===== src/rtl/bg_vram_fetch_arbiter.sv =====
// bg_vram_fetch_arbiter
//   Round-robin scheduler that shares the single background VRAM read port
//   among NUM_BG fetch engines. It grants one requester per cycle, issues a
//   registered VRAM read, and returns the read data tagged with the requester
//   id RD_LAT cycles after the strobe. When enable drops, it stops granting and
//   drains the reads already in flight before going idle.
// Ports
//   clk, rst_b        clock (posedge), asynchronous active-low reset
//   enable            background fetching enabled
//   line_start        scanline-start pulse, resets the round-robin pointer
//   cpu_hold          CPU owns VRAM this cycle, so no grant is issued
//   req, req_addr     per-requester request and address (slice i = requester i)
//   gnt               combinational one-hot grant
//   vram_re/addr      registered VRAM read strobe and address
//   vram_rdata        VRAM read data, valid RD_LAT cycles after vram_re
//   rsp_valid/id/data tagged response (rsp_data passes vram_rdata straight through)
//   busy              high while running or draining
module bg_vram_fetch_arbiter #(
  parameter int unsigned NUM_BG = 4,
  parameter int unsigned ADDR_W = 17,
  parameter int unsigned DATA_W = 16,
  parameter int unsigned RD_LAT = 2,
  localparam int unsigned ID_W  = $clog2(NUM_BG)
) (
  input  logic                     clk,
  input  logic                     rst_b,
  input  logic                     enable,
  input  logic                     line_start,
  input  logic                     cpu_hold,
  input  logic [NUM_BG-1:0]        req,
  input  logic [NUM_BG*ADDR_W-1:0] req_addr,
  output logic [NUM_BG-1:0]        gnt,
  output logic                     vram_re,
  output logic [ADDR_W-1:0]        vram_addr,
  input  logic [DATA_W-1:0]        vram_rdata,
  output logic                     rsp_valid,
  output logic [ID_W-1:0]          rsp_id,
  output logic [DATA_W-1:0]        rsp_data,
  output logic                     busy
);

  typedef enum logic [1:0] {IDLE, RUN, DRAIN} state_t;

  state_t              state, state_next;
  logic [ID_W-1:0]     ptr;
  logic [ID_W-1:0]     cand;
  logic [ID_W-1:0]     win_id;
  logic                win_valid;
  logic [ADDR_W-1:0]   win_addr;
  logic [ID_W-1:0]     issue_id;
  logic [RD_LAT-1:0]   pipe_valid;
  logic [ID_W-1:0]     pipe_id [RD_LAT];
  logic                inflight_any;

  // Rotating priority search starting at ptr; the first requester found wins.
  always_comb begin
    cand      = '0;
    win_id    = '0;
    win_valid = 1'b0;
    gnt       = '0;
    win_addr  = '0;
    if (state == RUN && enable && !cpu_hold) begin
      for (int unsigned k = 0; k < NUM_BG; k++) begin
        cand = ID_W'((32'(ptr) + k) % NUM_BG);
        if (!win_valid && req[cand]) begin
          win_valid = 1'b1;
          win_id    = cand;
        end
      end
    end
    if (win_valid) begin
      gnt[win_id] = 1'b1;
      win_addr    = req_addr[win_id*ADDR_W +: ADDR_W];
    end
  end

  // A read is in flight from the strobe cycle until its response stage has
  // been shown, which covers the strobe plus every tag-pipeline stage.
  assign inflight_any = vram_re | (|pipe_valid);

  always_comb begin
    state_next = state;
    case (state)
      IDLE:    if (enable) state_next = RUN;
      RUN:     if (!enable) state_next = inflight_any ? DRAIN : IDLE;
      DRAIN:   if (!inflight_any) state_next = enable ? RUN : IDLE;
      default: state_next = IDLE;
    endcase
  end

  always_ff @(posedge clk or negedge rst_b) begin
    if (!rst_b) begin
      state     <= IDLE;
      ptr       <= '0;
      vram_re   <= 1'b0;
      vram_addr <= '0;
      issue_id  <= '0;
    end else begin
      state   <= state_next;
      vram_re <= win_valid;
      if (win_valid) begin
        vram_addr <= win_addr;
        issue_id  <= win_id;
      end
      // line_start wins over the post-grant pointer advance.
      if (line_start) begin
        ptr <= '0;
      end else if (win_valid) begin
        ptr <= win_id + 1'b1;
      end
    end
  end

  always_ff @(posedge clk or negedge rst_b) begin
    if (!rst_b) begin
      pipe_valid <= '0;
      for (int unsigned i = 0; i < RD_LAT; i++) pipe_id[i] <= '0;
    end else begin
      pipe_valid[0] <= vram_re;
      pipe_id[0]    <= issue_id;
      for (int unsigned i = 1; i < RD_LAT; i++) begin
        pipe_valid[i] <= pipe_valid[i-1];
        pipe_id[i]    <= pipe_id[i-1];
      end
    end
  end

  assign rsp_valid = pipe_valid[RD_LAT-1];
  assign rsp_id    = pipe_id[RD_LAT-1];
  assign rsp_data  = vram_rdata;
  assign busy      = (state != IDLE);

endmodule

===== config.mk =====
export PLATFORM = sky130hd
export DESIGN_NAME = bg_vram_fetch_arbiter
export DESIGN_NICKNAME = d
export VERILOG_FILES = /design/src/rtl/bg_vram_fetch_arbiter.sv
export SDC_FILE = /design/constraint.sdc
export NUM_CORES = 1
export LEC_CHECK = 0
export BUFFER_PORTS_ARGS = -buffer_cell sky130_fd_sc_hd__buf_2
export CORE_MARGIN = 5
export CORE_UTILIZATION = 42
export CTS_CLUSTER_DIAMETER = 150
export CTS_CLUSTER_SIZE = 16
export DETAILED_ROUTE_END_ITERATION = 8
export PLACE_DENSITY = 0.81
export SLEW_MARGIN = 40
export SYNTH_ARGS = -nofsm -noshare
export SYNTH_HDL_FRONTEND = slang
export SYNTH_SLANG_ARGS = --single-unit

===== constraint.sdc =====
create_clock -name clk -period 3.2 [get_ports clk]
set_input_delay 0.64 -clock clk [delete_from_list [all_inputs] [get_ports clk]]
set_output_delay 0.64 -clock clk [all_outputs]
set_load 0.02 [all_outputs]

==> results.cfg, run 1 <==
[cts]
hold_buffers = 0
cts.repair.resized = 0
clock_latency_ps = 270
clkTransAtPathRegs_ps = 60
numCtsBuffers = 5
cts_buffer_depth = 2
postCtsSetupRepairBufs = 0
cts_root_buf = clkbuf_8
cts.sinks = 30
cts_tree = built
h-tree-depth = 2

[synth]
synth_fp_nets = 291
ys_types = 36
ys_top_cells_by_count = dfrtp_1 (30), a211oi_1 (25), nor2_1 (21)
ys_seq_elements = 30
ys_async_sr_fraction = 1.000
synthFlopType = dfrtp_1
ys_warn_count = 0
synth_top_cell_area_share = 0.3831
syn_area_um2 = 1959
synth_area_leader_cell = dfrtp_1
synth_most_common_cell = dfrtp_1
synthCells = 194
synth_area_leaders = dfrtp_1 (38%), a211oi_1 (9.6%), mux2i_1 (8.7%)
seq_area_frac_synth = 0.3831
avgSynthCellArea_um2 = 10.10
synth_edf_count = 0

[floorplanning]
dieHeight_um = 78.30
die_w_um = 78.30
rows = 24
die_area_um2 = 6131
ioPinCount = 135
initial_core_util = 0.4409
core_area_um2 = 4444

[layout]
final_nets = 377
multi_input_area_um2 = 983.4
register_area_um2 = 750.7
stdcell_count = 333
fill_cells = 397
drive_gt1_frac = 0.4591
antenna_cells = 0
fin_util = 0.5563
fin_area_um2 = 2472
area_growth_pct = 26.18

[drt]
drt-total-wl_um = 5159
wire_per_inst_um = 15.49
drt_iter0_markers = 83
remaining_drc_errors = 0
antenna_left = 0
viasPerCell = 5.147
vias = 1714
dr.pass1.iters = 4

[power_and_ir_drop]
power.total_mw = 1.221
irDropWorstVdd_mv = 0.2829
power.density_nw_per_um2 = 493.7
p_leak_nw = 1.187

[placement]
port_buffers = 102
preCtsSetupSlack_ps = 403.8
dp_cells = 325
gp_congestion = 0.7913
detailed_place.area_um2 = 2362
dp_hpwl_um = 3859

[grt]
grt_max_degree = 31
grt_pass1_wl_um = 8259
grt_pass1_vias = 1758
track_usage = 0.1702
grt_remaining_overflow = 0
antenna_found_initial = 0

[worst_setup_path]
worstPathRequired_ps = 2560
critPathMaxStageDelay_ps = 470
rr_endpoint = vram_addr[8]
r2r-start = ptr[0]
critPathBufInv = 2
cp_max_fo = 12
crit_family = simple AND/OR/NAND/NOR gates
path_cells = and3b_2 > o21ai_0 > nand3_1 > nor2_2 > buf_4 > ha_1 > and2_1 > buf_2
crit_arrival_ps = 2180
critPathKind = flip-flop to output pin
rr_worst_depth = 6
cpMaxStageDelayCell = dfrtp_1
start_kind = flip-flop
cp-startpoint = ptr[0]
reg2reg_slack_ps = 970
crit_path_end_kind = output pin

[hold_path]
hold_path_class = flip-flop to flip-flop
hold_start = pipe_id[3]
min_to = rsp_id[1]
worstHoldPathCells = 0

[sta]
tns_ps = 0
skew_ps = 5.993
max_slew_margin = 0.5209
drv_slew = 0
setup_slack_ps = 384.6
post-route-period-util = 0.8798
timing.final.hold_violations = 0
fmax_ghz = 0.3552
min_period_ps = 2815
setup_viol = 0
rsz0062_at_grt = false
worst_pin_slew_ps = 718.7
hold_slack_ps = 348.6

[run_status]
status = finished, final reports clean

[job]
maxCapViolCount = 0
[cells by family (layout without fill, tap and decap cells)]
group           count (synthesis)  in the layout  synth area share
compound gates                 63             63            0.2663
fa+ha+maj                       4              4           0.02554
flops                          30             30            0.3831
simple gates                   48             48            0.1233
buf+inv                        32            119            0.1149
mux                            17             17           0.08684
[layout make-up]
| type | count | area share |
|---|---|---|
| well taps | 52 | 0.02632 |
| flip-flops and latches | 30 | 0.3036 |
| inverters | 4 | 0.006073 |
| multi-input cells | 132 | 0.3978 |
| clock buffers | 8 | 0.04453 |
| repair buffers | 107 | 0.2217 |
[flip-flops by register name (all words and copies together) (netlist names)]
name / cells
vram_addr: 17
ptr: 2
pipe_valid: 2
state: 2
rsp_id: 2
vram_re: 1
pipe_id: 2
issue_id: 2
[worst max path at each step]
stage / end / slack [ps] / cells past startpoint
finish: gnt[2] / 380 / 8
global route: gnt[2] / 220 / 8
CTS: gnt[2] / 370 / 8
detailed placement: gnt[2] / 400 / 9
global placement: gnt[2] / 450 / 9
floorplan: gnt[1] / 470 / 8
[cell usage in the layout (no fill, tap or decap), drive strengths merged, types with 4 or more instances in the layout]
cell type / instances
dfrtp: 30
inv: 4
mux2i: 17
a21boi: 17
nor2: 23
a211oi: 33
nand2: 8
ha: 4
buf: 107
and2: 6
clkbuf: 8
[power by group]
part / total (mW) / switching [mW] / internal (mW)
registers: 0.490 / 0.0364 / 0.454
clock network: 0.353 / 0.136 / 0.217
logic: 0.377 / 0.223 / 0.154
total: 1.22 / 0.396 / 0.825
[metal layers]
layer	GRT usage	part of all wire	vias up
li1	-	-	857
met1	0.2054	0.42	771
met2	0.2842	0.47	78
met3	0.05378	0.094	8
met4	0.06469	0.018	0
met5	0	0	-
[worst reg2reg max path: stages (launching register included)]
cell       delay, ps
dfrtp_1          490
mux2i_1          160
a2bb2oi_2        170
buf_4            240
and2_1           610
a211oi_1         200
a211oi_1         270
(Power assumes the default switching activity.)
==> run 2: changes to the inputs <==
ABC_AREA = 1   (was default)
CAP_MARGIN = 20   (was default)
CORE_UTILIZATION = 44   (was 42)
==> run 2 against run 1 <==
  * Register-to-register slack lost 30 ps
  * Highest routed layer unchanged
  * Non-clock buffer count is the same
  * Clock power shrank 11%
  * Largest power group unchanged
  * Cell count grew 41%
  * Synthesized area grew 14%
  * Worst hold slack gained 3.9 ps
  * First-iteration DRC count grew 33%
  * Wire length grew 13%
  * Critical path type unchanged
==> results.cfg, run 2 <==
[run_status]
status = finished, final reports clean

[sta]
post-route-period-util = 0.9209
tns_ps = 0
skew_ps = 11.68
setup_viol = 0
max_slew_margin = 0.5608
rsz0062_at_grt = false
worst_pin_slew_ps = 658.9
fmax_ghz = 0.3393
drv_slew = 0
timing.final.hold_violations = 0
hold_slack_ps = 352.5
min_period_ps = 2947

[drt]
vias = 2305
wire_per_inst_um = 12.44
dr.pass1.iters = 4
antenna_left = 0
drt-total-wl_um = 5824
drt_iter0_markers = 110
remaining_drc_errors = 0
viasPerCell = 4.925

[floorplanning]
initial_core_util = 0.4456
ioPinCount = 135
rows = 26
die_area_um2 = 6598
dieHeight_um = 81.23
core_area_um2 = 5010
die_w_um = 81.23

[layout]
mostFrequentLayoutCells = nand2_1 (108), buf_2 (102), nand3_1 (91)
largest_register_ffs = 17
largest-register = vram_addr
fin_area_um2 = 2715
area_growth_pct = 21.64
drive_gt1_frac = 0.3543
multi_input_area_um2 = 1150
fill_cells = 522
layout_commonest_cell = nand2_1
final_nets = 494
antenna_cells = 0
register_area_um2 = 752.0

[synth]
synth_area_leader_cell = dfrtp_1
synthFlopType = dfrtp_1
seq_area_frac_synth = 0.3363
ys_warn_count = 0
ys_async_sr_fraction = 1.000
ys_seq_elements = 30
synthCells = 317
ys_top_cells_by_count = nand2_1 (108), nand3_1 (91), dfrtp_1 (30)
synth_fp_nets = 414
synth_edf_count = 0
synth_area_leaders = dfrtp_1 (34%), nand3_1 (20%), nand2_1 (18%)
avgSynthCellArea_um2 = 7.041
synth_top_cell_area_share = 0.3363
synth_most_common_cell = nand2_1
syn_area_um2 = 2232
ys_types = 26

[power_and_ir_drop]
power.total_mw = 1.297
p_int_mw = 0.8045
switchingPower_mw = 0.4928
seqPwrFrac = 0.394
p_sw_frac = 0.3799
p_clk_frac = 0.242
p_leak_nw = 1.563
pwr-share-comb = 0.364
power.density_nw_per_um2 = 477.8
irDropWorstVdd_mv = 0.2343

[grt]
grt_pass1_vias = 2101
track_usage = 0.1795
grt_pass1_wl_um = 9294
antenna_found_initial = 0
grt_remaining_overflow = 0
grt_max_degree = 53

[cts]
cts.sinks = 30
clkTransAtPathRegs_ps = 60
cts_root_buf = clkbuf_8
cts_buffer_depth = 2
cts_tree = built
clock_latency_ps = 280
hold_buffers = 0
postCtsSetupRepairBufs = 0
h-tree-depth = 2
cts.repair.resized = 0
numCtsBuffers = 5

[job]
maxCapViolCount = 0

[placement]
detailed_place.area_um2 = 2619
dp_hpwl_um = 4472
gp_congestion = 0.8046
port_buffers = 102

[worst_setup_path]
worstPathRequired_ps = 2560
crit_arrival_ps = 2310
cp_max_fo = 11
start_kind = flip-flop
crit_path_end_kind = output pin
critPathKind = flip-flop to output pin

[hold_path]
hold_path_class = flip-flop to flip-flop
run 2: changes by cell type in the layout (fill, tap and decap cells not counted), moves of 5 or more:
cell,change
and2_1,-6
nand2_2,+6
inv_2,+5
a21boi_0,-17
inv_1,+9
mux2i_1,-17
nand3_1,+90
nand2_1,+100
a211oi_1,-24
a211oi_2,-7
nor2_1,-13
run 2: layer usage:
metal | global-route usage | vias to the layer above | wire (µm)
li1 | - | 1171 | -
met1 | 0.2320 | 1028 | 2290
met2 | 0.2989 | 100 | 3003
met3 | 0.03215 | 6 | 445
met4 | 0.06588 | 0 | 85
met5 | 0 | - | 0
run 2: final cells by class:
class                   count  area share
clock inverters             2    0.004608
multi-input cells         233      0.4235
repair buffers            107      0.2018
flip-flops and latches     30      0.2770
inverters                  20     0.03041
well taps                  70     0.03226
clock buffers               6     0.03041
run 2: cells by family after synthesis:
kind of cell | count (synthesis) | synth area share
AOI/OAI and AO/OA | 4 | 0.01850
and+or+nand+nor | 225 | 0.4742
buffers and inverters | 54 | 0.1485
adders and majority gates | 4 | 0.02242
DFF | 30 | 0.3363
run 2: path summary, 6_finish.rpt:
kind	from	end	slack (ps)	depth (start not counted)
worst max-delay path	ptr[0]	gnt[2]	250	13
worst min-delay path	pipe_id[2]	rsp_id[0]	350	0
worst min register to register	pipe_id[2]	rsp_id[0]	350	0
min in group asynchronous	rst_b	vram_addr[14]	390	1
worst max register to register	ptr[0]	ptr[1]	940	13
max in group asynchronous	rst_b	ptr[0]	2340	1
run 2: power groups by stage:
| stage | logic (mW) | clock network [mW] | registers, mW |
|---|---|---|---|
| detailed placement | 0.475 | 0 | 0.518 |
| floorplan | 0.271 | 0 | 0.591 |
| CTS | 0.476 | 0.323 | 0.511 |
| finish | 0.473 | 0.314 | 0.511 |
| global route | 0.522 | 0.339 | 0.524 |
| global placement | 0.467 | 0 | 0.515 |
run 2: stage by stage:
step	cells	worst slack [ps]	utilization
3_5_place_dp	460	336.0	0.5227
4_1_cts	468	150.8	0.5417
2_1_floorplan	317	485.2	-
6_report	468	253.1	0.5420
5_1_grt	468	68.01	0.5420
3_3_place_gp	460	394.5	0.5227
run 2: worst max-delay path, cell delays in order, from the launching register on:
cell and delay (ps):
dfrtp_2 490, inv_6 120, nand2_1 80, nand3_1 110, nand2_2 90, nor2_4 140
nand2_1 100, nor2_4 130, nor2_2 80, nor2_8 180, ha_1 180, inv_1 50
nor2_1 100, buf_2 170
==> run 3: changes to the inputs <==
CTS_BUF_LIST = sky130_fd_sc_hd__clkbuf_4 sky130_fd_sc_hd__clkbuf_8 sky130_fd_sc_hd__clkbuf_16   (was default)
HOLD_SLACK_MARGIN = 0.15   (was default)
REMOVE_ABC_BUFFERS = 1   (was default)
==> run 3 against run 2 <==
  * Flip-flop and latch count unchanged
  * Count of clock-buffer cells in the layout grew 1
  * Worst setup slack improved by 24 ps
  * Clock skew decreased by 5.7 ps
  * Largest cell class unchanged
==> results.cfg, run 3 (same netlist as run 2, synthesis figures left out) <==
[run_status]
status = finished, final reports clean

[drt]
wire_per_inst_um = 12.87
remaining_drc_errors = 0
drt_iter0_markers = 74
vias = 2302
antenna_left = 0
drt-total-wl_um = 6022
viasPerCell = 4.919
dr.pass1.iters = 4

[worst_setup_path]
r2r-start = ptr[0]
critPathMaxStageDelay_ps = 490
cp-startpoint = ptr[0]
critPathKind = flip-flop to output pin
crit_path_end_kind = output pin
start_kind = flip-flop
worstPathRequired_ps = 2560
cp_max_fo = 14
reg2reg_slack_ps = 1060
cpMaxStageDelayCell = dfrtp_2
crit_arrival_ps = 2280
path_cells = inv_6 > nand2_1 > nand2_2 > nand2_2 > nand2_2 > nor2_4 > nand2_1 > nand2_1 > o21ai_4 > ha_1 > inv_1 > nor2_1 > buf_2

[layout]
fill_cells = 512
antenna_cells = 0
largest_register_ffs = 17
layout_commonest_cell = nand2_1
largest-register = vram_addr
stdcell_count = 468
final_nets = 494
mostFrequentLayoutCells = nand2_1 (108), buf_2 (102), nand3_1 (91)
area_growth_pct = 21.64
drive_gt1_frac = 0.3543

[cts]
cts_buffer_depth = 2
h-tree-depth = 2
postCtsSetupRepairBufs = 0
clkTransAtPathRegs_ps = 60
cts.sinks = 30
cts_root_buf = clkbuf_8
numCtsBuffers = 5
clock_latency_ps = 270
cts_tree = built

[sta]
rsz0062_at_grt = false
post-route-period-util = 0.9134
tns_ps = 0
min_period_ps = 2923
skew_ps = 5.955
setup_slack_ps = 277.2
worst_pin_slew_ps = 682.9
max_slew_margin = 0.5448
timing.final.hold_violations = 0
fmax_ghz = 0.3421
setup_viol = 0
drv_slew = 0

[grt]
grt_max_degree = 53
grt_pass1_wl_um = 9804
antenna_found_initial = 0
grt_pass1_vias = 2270
grt_remaining_overflow = 0
track_usage = 0.1923

[power_and_ir_drop]
switchingPower_mw = 0.4824
p_int_mw = 0.8135
power.density_nw_per_um2 = 477.3
p_clk_frac = 0.243
p_sw_frac = 0.3723
irDropWorstVdd_mv = 0.2482
seqPwrFrac = 0.399
pwr-share-comb = 0.358
p_leak_nw = 1.567

[job]
maxCapViolCount = 0

[hold_path]
hold_path_class = flip-flop to flip-flop
hold_start = pipe_id[2]

[floorplanning]
initial_core_util = 0.4456
rows = 26
die_area_um2 = 6598
core_area_um2 = 5010
die_w_um = 81.23
ioPinCount = 135
dieHeight_um = 81.23

[placement]
preCtsSetupSlack_ps = 328.2
gp_congestion = 0.8516
dp_cells = 460
port_buffers = 102
dp_hpwl_um = 4583
-- run 3: cell types whose count changed in the layout (fill, tap and decap cells not counted) --
| cell | change |
|---|---|
| clkbuf_4 | +1 |
| clkinvlp_4 | -1 |
-- run 3: cell type report --
type	instances	area, µm²	area share
inverters	20	82.58	0.03041
clock inverters	1	5.005	0.001843
flip-flops and latches	30	752.0	0.2770
multi-input cells	233	1150	0.4235
clock buffers	7	90.09	0.03318
repair buffers	107	548.0	0.2018
well taps	70	87.58	0.03226
-- run 3: power by group through the flow --
stage          clock network (mW)  registers, mW  logic, mW
4_1_cts                     0.326          0.517      0.470
3_3_place_gp                    0          0.521      0.461
5_1_grt                     0.343          0.528      0.512
3_5_place_dp                    0          0.521      0.470
6_report                    0.315          0.517      0.464
2_1_floorplan                   0          0.604      0.201
-- run 3: layer usage --
metal	GRT usage	part of all wire
met5	0	0
met4	0.04054	0.0063
met3	0.1009	0.11
met2	0.3300	0.49
met1	0.2114	0.40
-- run 3: timing repair --
action | 4_1_cts | 5_1_grt
setup endpoints to repair | 0 | 3
hold buffers | 0 | 0
gates resized for setup | 0 | 1
-- run 3: final timing paths --
kind	end	cells after the start
min in group asynchronous	issue_id[0]	1
setup reg to reg	vram_addr[8]	14
setup / recovery	gnt[1]	13
hold / removal	rsp_id[0]	0
max in group asynchronous	ptr[0]	1
hold reg to reg	rsp_id[0]	0
-- run 3: critical path, delay by kind of cell (launching register included) --
family,cells,cell delay (ps)
AND/OR/NAND/NOR,8,600
flip-flops,1,490
AO/OA/AOI/OAI,1,380
buffers and inverters,3,330
adder cells (fa/ha/maj),1,230
-- run 3: through the flow --
stage	hold slack (ps)	instance area (µm²)	power (mW)	util
floorplan	331.2	1983	0.8048	-
global placement	335.1	2619	0.9820	0.5227
detailed placement	336.5	2619	0.9913	0.5227
CTS	351.0	2714	1.313	0.5417
global route	366.3	2715	1.384	0.5420
finish	348.0	2715	1.296	0.5420
